## config.mk

```make
export PLATFORM = sky130hd
export DESIGN_NAME = lsu_mem_ctrl
export DESIGN_NICKNAME = d
export VERILOG_FILES = /design/src/rtl/lsu_mem_ctrl.sv
export SDC_FILE = /design/constraint.sdc
export NUM_CORES = 1
export LEC_CHECK = 0
export ABC_CLOCK_PERIOD_IN_PS = 1900
export CAP_MARGIN = 30
export CORE_MARGIN = 2
export CORE_UTILIZATION = 44
export CTS_CLUSTER_SIZE = 10
export DETAILED_ROUTE_END_ITERATION = 10
export PLACE_DENSITY_LB_ADDON = 0.08
export SYNTH_ARGS = -nofsm -noshare
export SYNTH_HDL_FRONTEND = slang
export SYNTH_SLANG_ARGS = --single-unit
```

## constraint.sdc

```tcl
create_clock -name clk_i -period 1.9 [get_ports clk_i]
set_input_delay 0.19 -clock clk_i [delete_from_list [all_inputs] [get_ports clk_i]]
set_output_delay 0.19 -clock clk_i [all_outputs]
set_load 0.005 [all_outputs]
```

## src/rtl/lsu_mem_ctrl.sv

```systemverilog
// Load/store controller in front of a single-port word memory without byte enables.
// Byte-addressed requests become word accesses; sub-word stores use read-modify-write.
module lsu_mem_ctrl #(
   parameter int addr_p       = 10,
   parameter int data_width_p = 32
) (
   input  logic                    clk_i,
   input  logic                    rst_i,
   input  logic                    req_valid_i,
   output logic                    req_ready_o,
   input  logic                    req_we_i,
   input  logic [addr_p+1:0]       req_addr_i,
   input  logic [1:0]              req_size_i,
   input  logic                    req_unsigned_i,
   input  logic [data_width_p-1:0] req_wdata_i,
   output logic                    rsp_valid_o,
   output logic [data_width_p-1:0] rsp_rdata_o,
   output logic                    rsp_err_o,
   output logic [addr_p-1:0]       mem_addr_o,
   output logic                    mem_rd_en_o,
   output logic                    mem_wr_en_o,
   output logic [data_width_p-1:0] mem_data_o,
   input  logic [data_width_p-1:0] mem_data_i
);

   typedef enum logic [2:0] {
      IDLE = 3'd0,
      RD   = 3'd1,
      CAP  = 3'd2,
      WR   = 3'd3,
      RSP  = 3'd4
   } state_t;

   localparam logic [1:0] SIZE_BYTE = 2'b00;
   localparam logic [1:0] SIZE_HALF = 2'b01;
   localparam logic [1:0] SIZE_WORD = 2'b10;

   state_t                    state_q, state_d;
   logic [addr_p-1:0]         addr_q, addr_d;
   logic [1:0]                lane_q, lane_d;
   logic [1:0]                size_q, size_d;
   logic                      we_q, we_d;
   logic                      uns_q, uns_d;
   logic                      err_q, err_d;
   logic [data_width_p-1:0]   data_q, data_d;

   logic                      accept;
   logic                      misaligned;
   logic [15:0]               shifted;
   logic [data_width_p-1:0]   load_ext;
   logic [data_width_p-1:0]   rep_data;
   logic [data_width_p-1:0]   merged;
   logic [3:0]                byte_sel;

   assign req_ready_o = (state_q == IDLE) && !rst_i;
   assign accept      = req_valid_i && req_ready_o;

   always_comb begin
      misaligned = (req_size_i == 2'b11)
                || ((req_size_i == SIZE_HALF) && req_addr_i[0])
                || ((req_size_i == SIZE_WORD) && (req_addr_i[1:0] != 2'b00));
   end

   // Lane extraction: aligned halves have lane[0] = 0, so one shift serves both sizes.
   always_comb begin
      shifted = 16'(mem_data_i >> {lane_q, 3'b000});
      case (size_q)
         SIZE_BYTE: load_ext = {{24{shifted[7] & ~uns_q}}, shifted[7:0]};
         SIZE_HALF: load_ext = {{16{shifted[15] & ~uns_q}}, shifted[15:0]};
         default:   load_ext = mem_data_i;
      endcase
   end

   assign rep_data = (size_q == SIZE_BYTE) ? {4{data_q[7:0]}} : {2{data_q[15:0]}};

   generate
      for (genvar gi = 0; gi < 4; gi++) begin : g_merge
         assign byte_sel[gi] = (size_q == SIZE_BYTE) ? (lane_q == 2'(gi))
                                                     : (lane_q[1] == 1'(gi / 2));
         assign merged[8*gi +: 8] = byte_sel[gi] ? rep_data[8*gi +: 8]
                                                 : mem_data_i[8*gi +: 8];
      end
   endgenerate

   always_comb begin
      state_d = state_q;
      addr_d  = addr_q;
      lane_d  = lane_q;
      size_d  = size_q;
      we_d    = we_q;
      uns_d   = uns_q;
      err_d   = err_q;
      data_d  = data_q;
      case (state_q)
         IDLE: begin
            if (accept) begin
               addr_d = req_addr_i[addr_p+1:2];
               lane_d = req_addr_i[1:0];
               size_d = req_size_i;
               we_d   = req_we_i;
               uns_d  = req_unsigned_i;
               err_d  = misaligned;
               data_d = req_wdata_i;
               if (misaligned) begin
                  state_d = RSP;
               end else if (req_we_i && (req_size_i == SIZE_WORD)) begin
                  state_d = WR;
               end else begin
                  state_d = RD;
               end
            end
         end
         RD: state_d = CAP;
         CAP: begin
            if (we_q) begin
               data_d  = merged;
               state_d = WR;
            end else begin
               data_d  = load_ext;
               state_d = RSP;
            end
         end
         WR:      state_d = RSP;
         RSP:     state_d = IDLE;
         default: state_d = IDLE;
      endcase
   end

   always_ff @(posedge clk_i) begin
      if (rst_i) begin
         state_q <= IDLE;
         addr_q  <= '0;
         lane_q  <= '0;
         size_q  <= '0;
         we_q    <= 1'b0;
         uns_q   <= 1'b0;
         err_q   <= 1'b0;
         data_q  <= '0;
      end else begin
         state_q <= state_d;
         addr_q  <= addr_d;
         lane_q  <= lane_d;
         size_q  <= size_d;
         we_q    <= we_d;
         uns_q   <= uns_d;
         err_q   <= err_d;
         data_q  <= data_d;
      end
   end

   // Response fields read as zero outside the response pulse, and for stores and errors.
   assign rsp_valid_o = (state_q == RSP);
   assign rsp_err_o   = (state_q == RSP) && err_q;
   assign rsp_rdata_o = ((state_q == RSP) && !we_q && !err_q) ? data_q : '0;
   assign mem_addr_o  = addr_q;
   assign mem_rd_en_o = (state_q == RD);
   assign mem_wr_en_o = (state_q == WR);
   assign mem_data_o  = (state_q == WR) ? data_q : '0;

endmodule

```

==> qor.csv <==
stage,metric,value,unit
route,drtIter0Drc,259,
cts,clk_pin_slew,0.11,ns
sta,setup_viol,30,
power_and_ir_drop,p_int,0.00214,W
yosys,synth_cell_types,62,
yosys,ys_ff_latch,52,
yosys,ys.flop_type,dfxtp_1,
yosys,syn_avg_cell_area,7.68,um^2
cells_and_area,seq_area,1050,um^2
placement,dpl.cell_count,798,
worst_setup_path,slowest_delay,0.36,ns
floorplan,pin_count,162,
yosys,async_flop_share,0,%
min_path,hp-start,req_addr_i[2],
route,drt-total-wl,16500,um
cells_and_area,most-common-layout-cells,"clkdlybuf4s50_1, nand2_1, dfxtp_1",
worst_setup_path,cp.arrival,1.93,ns
worst_setup_path,criticalPathCategory,reg2out,
worst_setup_path,required,1.71,ns
cells_and_area,area_growth,60.4,%
status,status,"finished, violations left",
cts,cts_num_sinks,52,
route,postRouteAntennaNets,0,
cts,clk_path_buf_depth,2,
worst_setup_path,rr_endpoint,data_q[28],
sta,rsz0062_at_grt,yes,
power_and_ir_drop,p_sw,0.00120,W
floorplan,start_util,45.7,%
sta,worst_hold_slack,0.392,ns
run,maxCapViolCount,0,
yosys,yosysTopAreaCellShare,25.9,%
floorplan,die_y,99.7,um
cts,numCtsBuffers,5,
route,via_per_inst,6.01,
route,drc,0,
sta,fin_ws,-0.220,ns
global_route,grt_max_degree,31,
cells_and_area,final_util,73.3,%
power_and_ir_drop,combPwrFrac,39.7,%
placement,dp_slack,-0.138,ns
global_route,grt_pass1_wl,23900,um
sta,clock.fmax,0.472,GHz
worst_setup_path,crit_slowest_cell,dfxtp_2,
power_and_ir_drop,pwr-share-seq,39.6,%
floorplan,die_w,99.7,um
placement,place_congestion,0.941,
cts,hold_buffers,0,
cells_and_area,diodes,0,
yosys,synth_edf_count,0,
worst_setup_path,path_max_fanout,4,
worst_setup_path,endpoint_kind,output pin,
global_route,grt_pass1_vias,4680,
route,dr.pass1.iters,6,
sta,hold_violations,0,
yosys,ys_top_cells_by_area,"dfxtp_1, and2_1, a21oi_1",
yosys,synth_cells,524,
min_path,hp-class,in2reg,
placement,io_buffers,161,
power_and_ir_drop,p_per_area,518,nW/um^2
worst_setup_path,r2r_slack,-0.01,ns
placement,place_hpwl,11900,um
sta,worst_slew_pin_slew,0.471,ns
floorplan,die_area,9930,um^2
power_and_ir_drop,p_leak,2.80,nW
yosys,ys_warn_count,0,
sta,slew_headroom,68.5,%
cts,h-tree-depth,2,
global_route,grt-ovfl-total,0,
cells_and_area,stdcell_count,826,
power_and_ir_drop,irDropWorstVdd,0.343,mV
floorplan,core_area,8810,um^2
power_and_ir_drop,swShare,36.0,%
worst_setup_path,path_cells,"nor2_4, and2_4, nor3b_4, buf_4, clkbuf_16, and2_1, dlygate4sd2_1",
sta,slew_viol_final,0,
route,num_vias,4967,
min_path,holdPathStages,3,
min_path,holdPathEnd,mem_addr_o[0],
sta,fin_crit,2.12,ns
worst_setup_path,r2r-start,state_q[1],
cells_and_area,drive_gt1_share,29.7,%
cells_and_area,fillers,710,
worst_setup_path,cp-start-kind,flip-flop,
cells_and_area,mostFrequentLayoutCell,clkdlybuf4s50_1,
yosys,seq_area_frac_synth,25.9,%
global_route,grt_usage,30.2,%
cts,clock_latency,0.32,ns
route,wire_per_inst,20.0,um
cells_and_area,multi_input_area,2890,um^2
yosys,synth_area,4030,um^2
yosys,syn_nets,607,
cells_and_area,nets,800,
cts,cts_tree,built,
sta,fin_crit_sh,112,%
power_and_ir_drop,pwr-share-clk,20.7,%
worst_setup_path,r2r.worst_path.cells,8,
sta,fin_skew,0.0113,ns
status,violations,setup timing,
global_route,antenna_found_initial,0,
cts,clock-root-buffer,clkbuf_8,
floorplan,num_rows,34,
yosys,synth_area_leader_cell,dfxtp_1,
-- cells by family after synthesis --
logic type / synth area share, %
AOI/OAI and AO/OA: 30.6
and+or+nand+nor: 30.5
buffers and inverters: 6.68
DFF: 25.9
muxes: 6.31
-- critical path, delay by kind of cell, from the launching register on --
kind                   cells  cell delay [ns]
AND/OR/NAND/NOR            4             0.69
buffers and inverters      3             0.55
flip-flops                 1             0.36
-- registers in the layout, summed over array words and instances, names as in the netlist --
| name | count |
|---|---|
| state_q | 3 |
| lane_q | 2 |
| we_q | 1 |
| err_q | 1 |
| data_q | 32 |
| uns_q | 1 |
| size_q | 2 |
| mem_addr_o | 10 |
-- layer usage --
metal | track usage [%] | routed length [um]
met3 | 7.24 | 1590
met5 | 0 | 0
met2 | 49.5 | 7770
met4 | 9.91 | 391
met1 | 39.0 | 6730
-- area by class of cell --
class | instances | share of cell area [%]
Sequential cell | 52 | 16.3
Inverter | 13 | 0.794
Timing Repair Buffer | 230 | 34.7
Clock buffer | 5 | 1.07
Tap cell | 108 | 2.09
Clock inverter | 3 | 0.407
Multi-Input combinational cell | 415 | 44.7
-- cell usage after synthesis (all sizes together) (3+ instances only) --
cell,number
and2,67
dfxtp,52
nand2,52
a21oi,42
nor2,37
o21ai,35
clkbuf,23
buf,21
a221oi,17
mux2i,16
inv,13
nand3,13
nor3b,12
o22ai,12
nor2b,11
o2bb2ai,11
a22o,10
nand2b,10
o211ai,9
o221a,8
mux2,6
o221ai,5
nor3,4
o2111ai,4
a21o,3
a221o,3
a31oi,3
o21a,3
o31ai,3
or2,3
-- worst max path at each step --
stage	startpoint	endpoint
after floorplan	lane_q[1]	data_q[14]
after global placement	mem_data_i[23]	data_q[8]
after detailed placement	mem_data_i[23]	data_q[19]
after CTS	state_q[0]	rsp_rdata_o[12]
after global routing	state_q[1]	rsp_rdata_o[23]
final	state_q[0]	rsp_rdata_o[23]
-- what timing repair did --
action	in CTS	in global routing
endpoints found under the setup margin	68	89
hold endpoints to repair	0	0
pin swaps	1	8
gates resized for setup	131	186
cloned	1	4
setup buffers	5	12
-- per-stage QoR --
step / setup TNS [ns] / cell area [um^2] / total power, W
global route: -6.01 / 6460 / 0.00350
global placement: -1.38 / 5960 / 0.00250
detailed placement: -2.49 / 5960 / 0.00253
floorplan: 0 / 4030 / 0.00195
CTS: -2.27 / 6160 / 0.00323
finish: -3.27 / 6460 / 0.00335
-- power groups by stage --
| stage | clock network (W) | logic, W | registers, W |
|---|---|---|---|
| 2_1_floorplan | 0 | 0.000663 | 0.00129 |
| 3_3_place_gp | 0 | 0.00117 | 0.00133 |
| 3_5_place_dp | 0 | 0.00120 | 0.00134 |
| 4_1_cts | 0.000702 | 0.00121 | 0.00131 |
| 5_1_grt | 0.000737 | 0.00142 | 0.00134 |
| 6_report | 0.000693 | 0.00133 | 0.00133 |
(Power assumes the default switching activity.)
